**config.mk**
```make
export PLATFORM = sky130hd
export DESIGN_NAME = pettx_padfcs
export DESIGN_NICKNAME = d
export VERILOG_FILES = /design/src/rtl/pet_pkg.sv /design/src/rtl/petcrc32_d8.sv /design/src/rtl/pettx_padfcs.sv
export SDC_FILE = /design/constraint.sdc
export NUM_CORES = 1
export LEC_CHECK = 0
export CAP_MARGIN = 5
export CORE_UTILIZATION = 60
export CTS_CLUSTER_SIZE = 16
export DETAILED_ROUTE_END_ITERATION = 16
export DONT_BUFFER_PORTS = 1
export PLACE_DENSITY = 0.85
export SYNTH_ARGS = -nofsm -noshare
export SYNTH_HDL_FRONTEND = slang
export SYNTH_HIERARCHICAL = 1
export SYNTH_SLANG_ARGS = --single-unit
```
**constraint.sdc**
```tcl
create_clock -name tx_clk -period 3.4 [get_ports tx_clk]
set_input_delay 0.68 -clock tx_clk [delete_from_list [all_inputs] [get_ports tx_clk]]
set_output_delay 0.68 -clock tx_clk [all_outputs]
set_load 0.005 [all_outputs]
```
**src/rtl/pet_pkg.sv**
```systemverilog
// Shared definitions for the PET transmit framing path: state encoding,
// framing byte constants and CRC-32 constants used by transmit and receive.
package pet_pkg;

    typedef enum logic [2:0] {
        ST_IDLE = 3'd0,
        ST_PRE  = 3'd1,
        ST_SFD  = 3'd2,
        ST_DATA = 3'd3,
        ST_PAD  = 3'd4,
        ST_FCS  = 3'd5,
        ST_IFG  = 3'd6
    } pet_state_e;

    localparam logic [7:0]  PET_PREAMBLE    = 8'h55;
    localparam logic [7:0]  PET_SFD         = 8'hD5;
    localparam logic [31:0] PET_CRC_POLY    = 32'h04C11DB7;
    localparam logic [31:0] PET_CRC_INIT    = 32'hFFFFFFFF;
    localparam logic [31:0] PET_CRC_RESIDUE = 32'hC704DD7B;

    // Width of the saturating per-frame byte counter
    localparam int PET_CNT_W = 11;

    // Bit-reverse a 32-bit word; turns the normal polynomial into the
    // form used by the LSB-first (reflected) CRC engine
    function automatic logic [31:0] pet_reflect32(input logic [31:0] v);
        logic [31:0] r;
        for (int i = 0; i < 32; i++) begin
            r[i] = v[31-i];
        end
        return r;
    endfunction

endpackage

```
**src/rtl/petcrc32_d8.sv**
```systemverilog
// Combinational IEEE 802.3 CRC-32 step: advances a reflected CRC register
// by one byte, LSB first. Shared by the transmit FCS generator and the
// receive checker.
module petcrc32_d8
    import pet_pkg::*;
(
    input  logic [31:0] crc_in,
    input  logic [7:0]  data_in,
    output logic [31:0] crc_out
);

    localparam logic [31:0] POLY_REFL = pet_reflect32(PET_CRC_POLY);

    // Eight serial shift/XOR steps unrolled into one byte-wide update
    always_comb begin
        logic [31:0] c;
        c = crc_in ^ {24'h000000, data_in};
        for (int i = 0; i < 8; i++) begin
            if (c[0]) begin
                c = (c >> 1) ^ POLY_REFL;
            end else begin
                c = c >> 1;
            end
        end
        crc_out = c;
    end

endmodule

```
**src/rtl/pettx_padfcs.sv**
```systemverilog
// Transmit framing stage: adds preamble/SFD, pads short frames, appends the
// FCS and enforces the inter-frame gap on the byte-wide GMII/MII side.
// Everything advances only on tx_ce so the same logic serves 10/100/1000.
module pettx_padfcs
    import pet_pkg::*;
#(
    parameter int PREAMBLE_LEN = 7,
    parameter int MIN_FRAME    = 60,
    parameter int IFG_BYTES    = 12
) (
    input  logic       tx_clk,
    input  logic       tx_rst_n,
    input  logic       tx_ce,
    input  logic       pad_en,
    input  logic       crc_en,
    input  logic [7:0] in_data,
    input  logic       in_valid,
    input  logic       in_sof,
    input  logic       in_eof,
    output logic       in_ready,
    output logic [7:0] txd,
    output logic       tx_en,
    output logic       tx_er,
    output logic       underrun,
    output logic       busy
);

    localparam logic [15:0]          PRE_LAST = 16'(PREAMBLE_LEN - 1);
    localparam logic [15:0]          IFG_LAST = 16'(IFG_BYTES - 1);
    localparam logic [PET_CNT_W-1:0] MIN_CNT  = PET_CNT_W'(MIN_FRAME);
    localparam logic [PET_CNT_W-1:0] CNT_MAX  = '1;

    pet_state_e           state_q, state_d;
    logic [15:0]          sub_q, sub_d;
    logic [PET_CNT_W-1:0] cnt_q, cnt_d;
    logic [31:0]          crc_q, crc_d;
    logic                 pad_on_q, pad_on_d;
    logic                 crc_on_q, crc_on_d;
    logic [7:0]           txd_q, txd_d;
    logic                 tx_en_q, tx_en_d;
    logic                 tx_er_q, tx_er_d;
    logic                 underrun_q, underrun_d;

    logic [7:0]           crc_data;
    logic [31:0]          crc_next;
    logic [PET_CNT_W-1:0] cnt_inc;
    logic [31:0]          fcs_word;
    logic [7:0]           fcs_byte;

    // Pad bytes feed zeros into the CRC; otherwise the incoming byte does
    assign crc_data = (state_q == ST_PAD) ? 8'h00 : in_data;
    assign cnt_inc  = (cnt_q == CNT_MAX) ? cnt_q : cnt_q + 1'b1;
    assign fcs_word = ~crc_q;
    assign fcs_byte = fcs_word[{sub_q[1:0], 3'b000} +: 8];

    petcrc32_d8 u_crc (
        .crc_in  (crc_q),
        .data_in (crc_data),
        .crc_out (crc_next)
    );

    // Next-state and next-output logic; everything holds when tx_ce is low
    always_comb begin
        state_d    = state_q;
        sub_d      = sub_q;
        cnt_d      = cnt_q;
        crc_d      = crc_q;
        pad_on_d   = pad_on_q;
        crc_on_d   = crc_on_q;
        txd_d      = txd_q;
        tx_en_d    = tx_en_q;
        tx_er_d    = tx_er_q;
        underrun_d = underrun_q;
        if (tx_ce) begin
            txd_d      = 8'h00;
            tx_en_d    = 1'b0;
            tx_er_d    = 1'b0;
            underrun_d = 1'b0;
            case (state_q)
                ST_IDLE: begin
                    if (in_valid && in_sof) begin
                        pad_on_d = pad_en;
                        crc_on_d = crc_en;
                        cnt_d    = '0;
                        crc_d    = PET_CRC_INIT;
                        sub_d    = '0;
                        state_d  = ST_PRE;
                    end
                end
                ST_PRE: begin
                    txd_d   = PET_PREAMBLE;
                    tx_en_d = 1'b1;
                    if (sub_q == PRE_LAST) begin
                        sub_d   = '0;
                        state_d = ST_SFD;
                    end else begin
                        sub_d = sub_q + 16'd1;
                    end
                end
                ST_SFD: begin
                    txd_d   = PET_SFD;
                    tx_en_d = 1'b1;
                    state_d = ST_DATA;
                end
                ST_DATA: begin
                    // The opening byte legitimately carries SOF (it was
                    // only peeked in IDLE); a later SOF means a lost EOF
                    if (!in_valid || (in_sof && cnt_q != '0)) begin
                        tx_en_d    = 1'b1;
                        tx_er_d    = 1'b1;
                        underrun_d = 1'b1;
                        sub_d      = '0;
                        state_d    = ST_IFG;
                    end else begin
                        txd_d   = in_data;
                        tx_en_d = 1'b1;
                        crc_d   = crc_next;
                        cnt_d   = cnt_inc;
                        if (in_eof) begin
                            sub_d = '0;
                            if (pad_on_q && cnt_inc < MIN_CNT) begin
                                state_d = ST_PAD;
                            end else if (crc_on_q) begin
                                state_d = ST_FCS;
                            end else begin
                                state_d = ST_IFG;
                            end
                        end
                    end
                end
                ST_PAD: begin
                    tx_en_d = 1'b1;
                    crc_d   = crc_next;
                    cnt_d   = cnt_inc;
                    if (cnt_inc >= MIN_CNT) begin
                        sub_d   = '0;
                        state_d = crc_on_q ? ST_FCS : ST_IFG;
                    end
                end
                ST_FCS: begin
                    txd_d   = fcs_byte;
                    tx_en_d = 1'b1;
                    if (sub_q[1:0] == 2'd3) begin
                        sub_d   = '0;
                        state_d = ST_IFG;
                    end else begin
                        sub_d = sub_q + 16'd1;
                    end
                end
                ST_IFG: begin
                    if (sub_q == IFG_LAST) begin
                        sub_d   = '0;
                        state_d = ST_IDLE;
                    end else begin
                        sub_d = sub_q + 16'd1;
                    end
                end
                default: begin
                    sub_d   = '0;
                    state_d = ST_IDLE;
                end
            endcase
        end
    end

    // State and output registers with asynchronous clear
    always_ff @(posedge tx_clk or negedge tx_rst_n) begin
        if (!tx_rst_n) begin
            state_q    <= ST_IDLE;
            sub_q      <= '0;
            cnt_q      <= '0;
            crc_q      <= PET_CRC_INIT;
            pad_on_q   <= 1'b0;
            crc_on_q   <= 1'b0;
            txd_q      <= 8'h00;
            tx_en_q    <= 1'b0;
            tx_er_q    <= 1'b0;
            underrun_q <= 1'b0;
        end else begin
            state_q    <= state_d;
            sub_q      <= sub_d;
            cnt_q      <= cnt_d;
            crc_q      <= crc_d;
            pad_on_q   <= pad_on_d;
            crc_on_q   <= crc_on_d;
            txd_q      <= txd_d;
            tx_en_q    <= tx_en_d;
            tx_er_q    <= tx_er_d;
            underrun_q <= underrun_d;
        end
    end

    assign in_ready = (state_q == ST_DATA);
    assign busy     = (state_q != ST_IDLE);
    assign txd      = txd_q;
    assign tx_en    = tx_en_q;
    assign tx_er    = tx_er_q;
    assign underrun = underrun_q;

endmodule
```
==> summary.md <==
| Metric | Value |
|---|---|
| Starting density of the core | 61.76% |
| Die area | 9361 um2 |
| Total gr overflow | 0 |
| Share of layout cells above drive strength 1 | 20.48% |
| N_diodes | 0 |
| # nets final | 553 |
| First-pass GRT wire length | 20.60 mm |
| Post-cts sizing count | 0 |
| Worst Tran Pin Value | 0.6738 ns |
| Worst-Skew Late Latency | 0.37 ns |
| Power Total | 2748 uW |
| Sequential-to-total area share from yosys stat | 35.12% |
| RSZ-0062 raised after global routing | false |
| # setup viols final | 0 |
| Total wire length | 12.31 mm |
| Top Family by Delay on Critical Path | XOR/XNOR gates |
| Gpl congestion | 0.8696 |
| Routed len/inst | 19.08 um |
| Layout Cells excl Fill | 645 |
| Dpl cell area | 5428 um2 |
| Num CTS Buffers | 9 |
| Status | completed |
| Antenna violations before repair | 0 |
| CTS Sinks | 74 |
| I/O Buffers | 0 |
| Slew Limit Fails | 0 |
| Max VDD drop | 0.2862 mV |
| Arr. time, crit path | 3.16 ns |
| Combinational Power Share | 32.1% |
| Crit Path Max Fanout | 11 |
| FF+latch count, synth | 74 |
| Final instance area | 5643 um2 |
| CP peak stage delay | 0.51 ns |
| Async SR Flop Fraction | 100.0% |
| DR vias | 4,078 |
| PwrDens | 487.0 nW/um2 |
| Syn Std Cell Area | 5386 um2 |
| IO Pins | 29 |
| Clock Path Buffers | 2 |
| Ys Warns | 6 |
| Placeable Area | 8721 um2 |
| Fmax | 345.2 MHz |
| # Max-Cap Violations | 0 |
| Period minus WS final | 2.897 ns |
| Clk_skew | 0.01222 ns |
| Setup Total Neg Slack | 0 ns |
| Detailed-route DRC error count | 0 |
| Net Sw Frac | 32.89% |
| Leakage | 0.002377 uW |
| Post-Place Cells | 628 |
| EDFF count, synth | 0 |
| Clock Tree Root | clkbuf_8 |
| Largest net degree at the start of global routing | 65 |
| Slew HR | 55.08% |
| Post-DP HPWL | 8.695 mm |
| Avg Cell Area, Syn | 9.938 um2 |
| Drt first pass iters | 5 |
| Initial DRC Count | 251 |
| Row cnt | 34 |
| Clock Power Share | 25.5% |
| H-tree levels | 3 |
| CTS tree | done |
| Critical Path RT | 3.67 ns |
| WP buf/inv | 1 |
| Worst path slowest cell | xnor2_2 |
| Sequence of cells on the critical path | inv_1 -> and3_1 -> nor2b_1 -> xnor2_2 -> xnor2_1 -> xor3_1 -> nor2_1 -> a21oi_1 |
| Post-DRT Antenna Nets | 0 |
| Post-synth cell types | 80 |
| Critical path launch point type | flip-flop |
| Area Growth Syn to Fin | 4.762% |
| Die width | 96.75 um |
| HP Class | input port to async pin |
| Sequential Power Share | 42.4% |
| Crit. End Element | flip-flop |
| Cell count after synthesis | 542 |
| Final Util | 64.71% |
| Synth Flop Type | dfrtp_1 |
| Die height | 96.75 um |
| Worst-path clk slew | 0.09 ns |
| GRT Util Overall | 27.53% |
| Via density | 6.322 |
| Final period util | 85.21% |
| Hold Violations, Final | 0 |
| Postcts setup bufs | 0 |
| Setup CP Type | flip-flop to flip-flop |
| Vias in the first global route | 4,075 |
| Internal cell power | 1844 uW |
| Net Count, Synth | 563 |
| P_sw | 903.8 uW |
[Yosys cell counts, drive strengths merged, types with 6 or more instances]
cell type,instances,area [um2]
nor4,7,73.82
nand3,15,75.07
nor2b,10,62.56
o221ai,7,67.56
nor3,12,70.07
a21oi,47,239.0
xnor3,12,271.5
xor2,8,77.58
nand3b,6,48.80
nand2,29,108.9
inv,33,123.9
or4,9,80.08
clkbuf,19,102.6
buf,11,60.05
mux4,8,180.2
o21ai,9,48.79
xnor2,40,485.5
xor3,6,142.6
nor2,85,319.1
dfrtp,42,1051
dfstp,32,840.8
a211oi,12,95.09
o22ai,12,75.07
[worst paths after layout]
check	start	endpoint	cells after the start	slack (ns)
setup reg to reg	state_q[1]$_DFFE_PN0P_	crc_q[20]$_DFFE_PN1P_	8	0.50
setup / recovery	state_q[1]$_DFFE_PN0P_	crc_q[20]$_DFFE_PN1P_	8	0.50
hold reg to reg	sub_q[15]$_DFFE_PN0P_	sub_q[15]$_DFFE_PN0P_	1	0.54
max in group asynchronous	tx_rst_n	state_q[1]$_DFFE_PN0P_	1	3.03
min in group tx_clk	tx_ce	txd[2]$_DFFE_PN0P_	1	0.41
hold / removal	tx_rst_n	crc_q[11]$_DFFE_PN1P_	0	0.16
[stage by stage]
| stage | setup WS, ns | hold slack, ns |
|---|---|---|
| 2_1_floorplan | 0.5617 | 0.3844 |
| 3_3_place_gp | 0.6824 | 0.3859 |
| 3_5_place_dp | 0.5742 | 0.3862 |
| 4_1_cts | 0.5153 | 0.1408 |
| 5_1_grt | 0.3841 | 0.1437 |
| 6_report | 0.5028 | 0.1592 |
[registers in the layout, summed over array words and instances, names as in the netlist]
signal / flops
crc_q: 32
sub_q: 16
cnt_q: 11
txd: 8
state_q: 3
crc_on_q: 1
pad_on_q: 1
tx_en: 1
underrun: 1
[cell usage in the layout, fill, tap and decap left out, drive strengths merged, types with 12 or more instances in the layout]
master,Yosys,routed
a211oi,12,12
a21oi,47,47
dfrtp,42,42
dfstp,32,32
inv,33,33
nand2,29,29
nand3,15,15
nor2,85,85
nor3,12,12
o22ai,12,12
xnor2,40,40
xnor3,12,12
[worst register-to-register path, cell delays in order, from the launching register on]
cell,delay [ns]
dfrtp_1,0.49
inv_1,0.16
and3_1,0.49
nor2b_1,0.18
xnor2_2,0.51
xnor2_1,0.37
xor3_1,0.44
nor2_1,0.11
a21oi_1,0.05
[timing repair]
action,4_1_cts,5_1_grt
hold endpoints to repair,42,0
hold buffers,1,0
endpoints found under the setup margin,0,0
[area by class of cell]
cell class                      instances  area (um2)
Multi-Input combinational cell        405        3217
Fill cell                             668        3078
Sequential cell                        74        1892
Tap cell                              108       135.1
Clock buffer                           10       127.6
Inverter                               33       123.9
Timing Repair Buffer                    9       80.08
Clock inverter                          6       67.56
[cell families after synthesis]
logic type	count (synthesis)	share of synthesized area, %
buffers and inverters	63	5.319
AND/OR/NAND/NOR	197	18.86
XOR/XNOR	66	18.14
adder cells (fa/ha/maj)	5	1.161
multiplexers	14	4.530
AO/OA/AOI/OAI	123	16.86
flip-flops	74	35.12
[power groups by stage]
stage	logic (uW)	registers (uW)	clock network [uW]
floorplan	803	1080	0
global placement	832	1170	0
detailed placement	863	1180	0
CTS	882	1160	713
global route	962	1190	745
finish	881	1170	702
[layer usage]
metal	GRT usage [%]	up-vias	wire length [um]
met3	3.251	27	605
met2	46.59	134	6307
li1	-	1911	-
met1	36.09	2006	5084
met4	11.14	0	310
met5	0	-	0
(Power assumes the default switching activity.)
